`src/rtl/eth_ingress_pkt_fifo.sv`:
```
// Store-and-forward ingress packet buffer feeding one eth_sw input port.
// Only complete packets are committed; aborted, truncated-by-overflow and oversized packets are dropped.
module eth_ingress_pkt_fifo #(
  parameter int DEPTH = 64,
  parameter int CNT_W = 16
) (
  input  logic                   clk,
  input  logic                   resetN,
  input  logic                   srcValid,
  input  logic [31:0]            srcData,
  input  logic                   srcSop,
  input  logic                   srcEop,
  input  logic                   portStall,
  output logic [31:0]            outData,
  output logic                   outSop,
  output logic                   outEop,
  output logic [$clog2(DEPTH):0] fifoLevel,
  output logic [CNT_W-1:0]       pktInCnt,
  output logic [CNT_W-1:0]       pktOutCnt,
  output logic [CNT_W-1:0]       pktDropCnt
);
  localparam int AW = $clog2(DEPTH);
  localparam int PW = AW + 1;

  typedef enum logic [1:0] {W_IDLE, W_PKT, W_DROP} wstate_t;
  typedef enum logic {R_IDLE, R_SEND} rstate_t;

  logic [33:0]   mem [DEPTH];
  logic [33:0]   rd_word;
  logic [PW-1:0] wrPtr, rdPtr, cmtPtr, cmtPkts;
  logic [PW-1:0] wr_ptr_next, cmt_ptr_next, rd_ptr_next, base;
  wstate_t       wstate, wstate_next;
  rstate_t       rstate, rstate_next;
  logic          wr_en, start_pkt, commit, launch;
  logic [1:0]    drop_inc;
  logic [31:0]   out_data_next;
  logic          out_sop_next, out_eop_next;
  logic [CNT_W:0] drop_sum;

  assign rd_word   = mem[rdPtr[AW-1:0]];
  assign fifoLevel = wrPtr - rdPtr;
  assign drop_sum  = {1'b0, pktDropCnt} + {{(CNT_W-1){1'b0}}, drop_inc};

  // A sop always restarts from cmtPtr; in idle/drop wrPtr already equals cmtPtr.
  always_comb begin
    wstate_next  = wstate;
    wr_ptr_next  = wrPtr;
    cmt_ptr_next = cmtPtr;
    base         = wrPtr;
    wr_en        = 1'b0;
    start_pkt    = 1'b0;
    commit       = 1'b0;
    drop_inc     = 2'd0;
    if (srcValid) begin
      case (wstate)
        W_PKT: begin
          if (srcSop) begin
            drop_inc    = 2'd1;
            base        = cmtPtr;
            wr_ptr_next = cmtPtr;
            start_pkt   = 1'b1;
          end else if ((wrPtr - rdPtr) == PW'(DEPTH)) begin
            drop_inc    = 2'd1;
            wr_ptr_next = cmtPtr;
            wstate_next = srcEop ? W_IDLE : W_DROP;
          end else begin
            wr_en       = 1'b1;
            wr_ptr_next = wrPtr + PW'(1);
            if (srcEop) begin
              commit       = 1'b1;
              cmt_ptr_next = wrPtr + PW'(1);
              wstate_next  = W_IDLE;
            end
          end
        end
        default: begin
          if (srcSop) begin
            start_pkt = 1'b1;
          end else if (wstate == W_DROP && srcEop) begin
            wstate_next = W_IDLE;
          end
        end
      endcase
      if (start_pkt) begin
        if ((base - rdPtr) == PW'(DEPTH)) begin
          drop_inc    = drop_inc + 2'd1;
          wr_ptr_next = base;
          wstate_next = srcEop ? W_IDLE : W_DROP;
        end else begin
          wr_en       = 1'b1;
          wr_ptr_next = base + PW'(1);
          if (srcEop) begin
            commit       = 1'b1;
            cmt_ptr_next = base + PW'(1);
            wstate_next  = W_IDLE;
          end else begin
            wstate_next = W_PKT;
          end
        end
      end
    end
  end

  always_ff @(posedge clk or negedge resetN) begin
    if (!resetN) begin
      wstate <= W_IDLE;
      wrPtr  <= '0;
      cmtPtr <= '0;
    end else begin
      wstate <= wstate_next;
      wrPtr  <= wr_ptr_next;
      cmtPtr <= cmt_ptr_next;
    end
  end

  always_ff @(posedge clk) begin
    if (wr_en) mem[base[AW-1:0]] <= {start_pkt, srcEop, srcData};
  end

  // Staying in R_SEND for the cycle after eop produces the mandatory idle gap.
  always_comb begin
    rstate_next   = rstate;
    rd_ptr_next   = rdPtr;
    launch        = 1'b0;
    out_data_next = '0;
    out_sop_next  = 1'b0;
    out_eop_next  = 1'b0;
    case (rstate)
      R_IDLE: begin
        if (cmtPkts != '0 && !portStall) begin
          launch        = 1'b1;
          rd_ptr_next   = rdPtr + PW'(1);
          out_data_next = rd_word[31:0];
          out_sop_next  = rd_word[33];
          out_eop_next  = rd_word[32];
          rstate_next   = R_SEND;
        end
      end
      R_SEND: begin
        if (outEop) begin
          rstate_next = R_IDLE;
        end else begin
          rd_ptr_next   = rdPtr + PW'(1);
          out_data_next = rd_word[31:0];
          out_eop_next  = rd_word[32];
        end
      end
      default: rstate_next = R_IDLE;
    endcase
  end

  always_ff @(posedge clk or negedge resetN) begin
    if (!resetN) begin
      rstate  <= R_IDLE;
      rdPtr   <= '0;
      outData <= '0;
      outSop  <= 1'b0;
      outEop  <= 1'b0;
    end else begin
      rstate  <= rstate_next;
      rdPtr   <= rd_ptr_next;
      outData <= out_data_next;
      outSop  <= out_sop_next;
      outEop  <= out_eop_next;
    end
  end

  always_ff @(posedge clk or negedge resetN) begin
    if (!resetN) begin
      cmtPkts    <= '0;
      pktInCnt   <= '0;
      pktOutCnt  <= '0;
      pktDropCnt <= '0;
    end else begin
      cmtPkts <= cmtPkts + PW'(commit) - PW'(launch);
      if (commit && pktInCnt != '1) pktInCnt <= pktInCnt + CNT_W'(1);
      if (out_eop_next && pktOutCnt != '1) pktOutCnt <= pktOutCnt + CNT_W'(1);
      pktDropCnt <= drop_sum[CNT_W] ? '1 : drop_sum[CNT_W-1:0];
    end
  end

endmodule

```
`config.mk`:
```
export PLATFORM = sky130hd
export DESIGN_NAME = eth_ingress_pkt_fifo
export DESIGN_NICKNAME = d
export VERILOG_FILES = /design/src/rtl/eth_ingress_pkt_fifo.sv
export SDC_FILE = /design/constraint.sdc
export NUM_CORES = 2
export LEC_CHECK = 0
export BUFFER_PORTS_ARGS = -buffer_cell sky130_fd_sc_hd__buf_2
export CAP_MARGIN = 20
export CORE_UTILIZATION = 45
export CTS_CLUSTER_SIZE = 10
export DETAILED_ROUTE_END_ITERATION = 10
export HOLD_SLACK_MARGIN = 0.05
export PLACE_DENSITY = 0.59
export REMOVE_ABC_BUFFERS = 1
export SYNTH_ARGS = -nofsm -noshare
export SYNTH_HDL_FRONTEND = slang
export SYNTH_SLANG_ARGS = --single-unit
```
`constraint.sdc`:
```
create_clock -name clk -period 10.5 [get_ports clk]
set_clock_uncertainty 0.1 [all_clocks]
set_input_delay 1.05 -clock clk [delete_from_list [all_inputs] [get_ports clk]]
set_output_delay 1.05 -clock clk [all_outputs]
set_load 0.005 [all_outputs]
```
Word level (Yosys, flattened, before mapping)
Memory sizes are Yosys's and may differ from the RTL's. Cells that the tools add are included.

Register bits after elaboration: 113. Bits in writable memories: 2176. Input bits: 38. Output and inout port bits: 89. Logic and storage cells: 114. Memories kept: 1.

Memory list: mem (words 64, bits a word 34, read ports 1, clocked after Yosys merged registers in 0, wr ports 1, RTL line 28) `logic [33:0] mem [DEPTH];`.

Add/sub/neg operators: 11. Equality and inequality tests: 10. Multiplexer cells: 68. Bitwise operators: 1. Reductions and logical operators: 11.

Operators by type and width (count): 2-to-1 mux 7 bit (17); 2-to-1 mux 32 bit (2); case mux 32 bit (2 select lines) (1); adder 16 x 1 -> 16 bit (second input constant) (2); != test 16 bit (second input constant) (2); 2-to-1 mux 1 bit (30); 2-to-1 mux 2 bit (13); adder 7 x 1 -> 7 bit (second input constant) (3); adder 16 x 2 -> 17 bit (1); 2-to-1 mux 16 bit (1); == test 7 bit (second input constant) (2); case mux 7 bit (2 select lines) (1); subtractor 7 bit (2); adder 7 x 1 -> 7 bit (1); nonzero test 7 bit (1); subtractor 7 x 1 -> 7 bit (1); 2-to-1 mux 6 bit (1); logical AND 1 bit (4); != test 2 bit (second input constant) (2); != test 4 bit (second input constant) (1); case mux 1 bit (2 select lines) (2); AND reduction 2 bit (2); AND reduction 4 bit (1); nonzero test 3 bit (1); other kinds (7) (7).

Longest topological paths before layout
Depth after elaboration: 12. Gate-level depth with buffers: 29. Depth with buffers taken out: 24.

Worst setup path before layout
Ideal clock, no wire load.

Kind: input to register. Start point: in srcSop. End point: reg pktDropCnt[10]. Data arrival time: 5.704 ns. Slack: 4.628 ns. Stages on the path: 25. Cell sequence: nand3b_2 buf_1 mux2i_1 inv_1 ha_1 a21o_1 a211oi_1 nand2_1 or3_1 a21oi_2 buf_4 ha_1 nand2_1 a21oi_1 ha_1 inv_1 fa_1 nor2_1 and3_1 and2_1 nand4_1 nor2_1 nand3_1 clkbuf_1 nand2_1.

Word-level cells in the longest chain between the ends: 10. Elaborated cells between the ends (all ways): 16. Classes of those cells: add/sub: 3; eq/ne: 1; mux: 12.

Ends and longest elaborated chain: from (decl) (RTL line 11) `input logic srcSop,`; 2-to-1 mux 7 bit (RTL line 57) `if (srcSop) begin`; 2-to-1 mux 7 bit (RTL line 55) `case (wstate)`; 2-to-1 mux 7 bit (RTL line 54) `if (srcValid) begin`; subtractor 7 bit (RTL line 85) `if ((base - rdPtr) == PW'(DEPTH)) begin`; == test 7 bit (RTL line 85); 2-to-1 mux 2 bit (RTL line 85); 2-to-1 mux 2 bit * (RTL line 84) `if (start_pkt) begin`; 2-to-1 mux 2 bit * (RTL line 54); adder 16 x 2 -> 17 bit * (RTL line 42) `assign drop_sum = {1'b0, pktDropCnt} + {{(CNT_W-1){1'b0}}, drop_inc};`; 2-to-1 mux 16 bit * (RTL line 178) `pktDropCnt <= drop_sum[CNT_W] ? '1 : drop_sum[CNT_W-1:0];`; to (signal assigned) (RTL line 178); to (decl) (RTL line 20) `output logic [CNT_W-1:0] pktDropCnt`.

Mark *: on every way between the ends. The rest lies on a longest branch, timed or not. The select of a mux whose other input is x is not followed. A chain may end at the register's enable or synchronous reset.

Final worst setup path
Start point: reg rdPtr[1]. End point: reg pktDropCnt[0].

Word-level cells in the longest chain between the ends: 12. Elaborated cells between the ends (all ways): 14. Classes of those cells: add/sub: 4; eq/ne: 2; mux: 8.

Ends and longest elaborated chain: from (decl) (RTL line 30) `logic [PW-1:0] wrPtr, rdPtr, cmtPtr, cmtPkts;`; from (signal assigned) (RTL line 161) `rdPtr <= rd_ptr_next;`; subtractor 7 bit (RTL line 62) `end else if ((wrPtr - rdPtr) == PW'(DEPTH)) begin`; == test 7 bit (RTL line 62); 2-to-1 mux 1 bit (RTL line 62); 2-to-1 mux 1 bit (RTL line 57); 2-to-1 mux 1 bit (RTL line 55); 2-to-1 mux 2 bit (RTL line 54); adder 2 x 1 -> 2 bit (RTL line 86) `drop_inc = drop_inc + 2'd1;`; 2-to-1 mux 2 bit (RTL line 85); 2-to-1 mux 2 bit * (RTL line 84); 2-to-1 mux 2 bit * (RTL line 54); adder 16 x 2 -> 17 bit * (RTL line 42); 2-to-1 mux 16 bit * (RTL line 178).

Marks and branches as above.

==> impl_metrics.toml <==
[outcome]
status = "completed"

[grt]
antenna_found_initial = 16
grt_pass1_wl_um = 321000
grt_pass1_vias = 41591
grt_max_degree = 125
grt-ovfl-total = 0
grt.total_usage = 0.230

[floorplanning]
start_util = 0.454
die_area_um2 = 199000
die_h_um = 446
core_area_um2 = 195000
fp.dieW_um = 446
io_pins = 127
rows = 162

[timing]
worstMarginPinSlew_ns = 1.19
slew_violations = 0
slew_headroom = 0.206
hold_ws_ns = 0.0999
rsz0062_at_grt = "no"
hold_viol = 0
setup_viol = 0
tns_ns = 0
fin_crit_sh = 0.637
fmax_ghz = 0.149
timing.final.ws_setup_ns = 3.81
period_minus_slack_ns = 6.69

[power]
irDropWorstVdd_mv = 0.239
power_leakage_nw = 32.2
powerDensity_nw_per_um2 = 261

[placed_design]
dp_hpwl_um = 125000
io_buffers = 126
detailedPlace.worstSlack_ns = 3.65
routabilityCongestion = 0.830

[yosys]
netlist_top_cells_area = "edfxtp_1 (74%), mux4_2 (18%), dfrtp_1 (3.2%)"
netlist_area_um2 = 88700
async_flop_share = 0.0494
ys_ff_latch = 2289
synth_seq_area_share = 0.769
synth_edf_count = 2176
syn-instance-count = 3812
synth_area_per_cell_um2 = 23.3
synth_ff_type = "edfxtp_1"
synth_area_leader_cell = "edfxtp_1"
synth_warnings = 0
ys_types = 65
synth_top_area_frac = 0.737

[clock_network]
cts-resized-gates = 0
cts_root_buf = "clkbuf_16"
cts_tree = "yes"
clockBufferDepth = 4
hold_buffers = 0
htreeDepth = 5
post_cts_buffers = 0
cts_buffers = 283
clock_sinks = 2289
insertion_delay_ns = 0.89
clk_pin_slew_worst_paths_ns = 0.05

[finish]
fillers = 15185
nets = 4228
final_cell_mix = "edfxtp_1 (2176), mux4_2 (697), clkbuf_16 (292)"
area_growth_pct = 14.2
multiInputGateArea_um2 = 19900
fin_util = 0.518
seqCellArea_um2 = 68200
layout_commonest_cell = "edfxtp_1"
drive_gt1_frac = 0.313

[drt]
drt_iter0_markers = 5371
vias_per_cell = 6.06
dr.pass1.iters = 6
vias = 41737
wirelength_um = 226000
drc = 0
post_drt_wl_per_cell_um = 32.9
drtAntennaViolNets = 0

[worst_setup_path]
endpoint_kind = "register"
reg2regPathDepth = 22
critical_path_arrival_ns = 7.39
worst-path-max-fanout = 123
r2r_slack_ns = 3.81
critPathLaunchType = "register"
cp.required_ns = 11.20
worstSetupPathType = "reg2reg"

[flow_run]
drv_cap = 0

[hold_path]
min_path_type = "in2async"
final timing paths:
check,end,from
worst max-delay path,pktDropCnt[0]$_DFF_PN0_,rdPtr[1]$_DFFE_PN0P_
worst min-delay path,outData[0]$_DFF_PN0_,resetN
worst max register to register,pktDropCnt[0]$_DFF_PN0_,rdPtr[1]$_DFFE_PN0P_
worst min register to register,pktInCnt[9]$_DFFE_PN0P_,pktInCnt[9]$_DFFE_PN0P_
max in group asynchronous,rdPtr[4]$_DFFE_PN0P_,resetN
min in group clk,mem[25][1]$_DFFE_PP_,srcData[1]
flip-flops by register name, indices dropped and copies added (netlist names), 2 cells and up:
signal      cells
rdPtr           7
wrPtr           7
cmtPtr          7
mem          2176
pktOutCnt      16
outData        32
pktDropCnt     16
wstate          2
pktInCnt       16
cmtPkts         7
synthesized netlist by cell type (all sizes together), types with 4 or more instances:
cell and n:
and3 22, nor2b 6, nand3b 4, xnor2 54
a21oi 20, mux2i 16, nand3 33, xor2 18
buf 115, o21ai 15, mux4 697, nor2 109
nand4 14, dfrtp 113, a211oi 4, a21o 4
o21a 4, a22oi 6, inv 51, a221oi 4
edfxtp 2176, a311oi 10, a31oi 6, and2 30
o31ai 4, o211ai 4, or3 11, nor3b 5
nor3 14, and4 5, nand2 96, ha 29
mux2 5, clkbuf 73, nand2b 7
area by class of cell:
class | instances | area share
Antenna cell | 5 | 0.000124
Clock inverter | 10 | 0.000889
Timing Repair Buffer | 249 | 0.0195
Clock buffer | 372 | 0.0754
Sequential cell | 2289 | 0.673
Inverter | 51 | 0.00198
Tap cell | 2624 | 0.0324
Multi-Input combinational cell | 1284 | 0.197
routing by layer:
metal	vias up	global-route usage	share of wire
met5	-	0	0
met4	0	0.0613	0.024
met3	366	0.0417	0.079
met2	1825	0.348	0.47
met1	22747	0.345	0.43
li1	16799	-	-
kinds of logic (layout without fill, tap and decap cells):
kind of cell / after synthesis / count (layout) / share of synthesized area
AO/OA/AOI/OAI: 101 / 101 / 0.00837
other: 0 / 5 / 0
multiplexers: 718 / 718 / 0.179
buffers and inverters: 239 / 682 / 0.0121
XOR/XNOR: 72 / 72 / 0.00711
AND/OR/NAND/NOR: 361 / 361 / 0.0195
adder cells (fa/ha/maj): 32 / 32 / 0.00477
flip-flops: 2289 / 2289 / 0.769
critical path, cell delays in order, from the launching register on:
cell	delay, ns
dfrtp_4	0.66
buf_12	0.29
fa_1	0.68
nand2b_1	0.19
a21oi_1	0.18
xnor2_1	0.10
or4_1	0.54
nor2_1	0.81
nor2_1	0.07
nor2_1	0.12
ha_1	0.14
nand2_1	0.05
a21oi_1	0.13
ha_1	0.19
inv_1	0.06
fa_1	0.42
nor2_1	0.17
and3_1	0.19
and2_1	0.18
nand4_1	0.18
nor2_1	0.22
nand3_1	0.38
nand2b_1	0.20
per-stage QoR:
stage | instance area (um2) | cells | power [mW]
finish | 101000 | 6884 | 26.5
global route | 101000 | 6882 | 27.5
CTS | 101000 | 6858 | 26.7
detailed placement | 93100 | 6476 | 18.3
global placement | 93000 | 6472 | 18.3
floorplan | 87800 | 3624 | 17.5
report_power, final:
part	leakage, nW	switching [mW]	internal (mW)	total [mW]
clock	3.75	3.42	5.03	8.45
combinational	7.44	3.90	3.46	7.36
sequential	21.0	0.297	10.4	10.7
total	32.2	7.62	18.9	26.5
No activity file was read; power rests on OpenSTA's default activity.
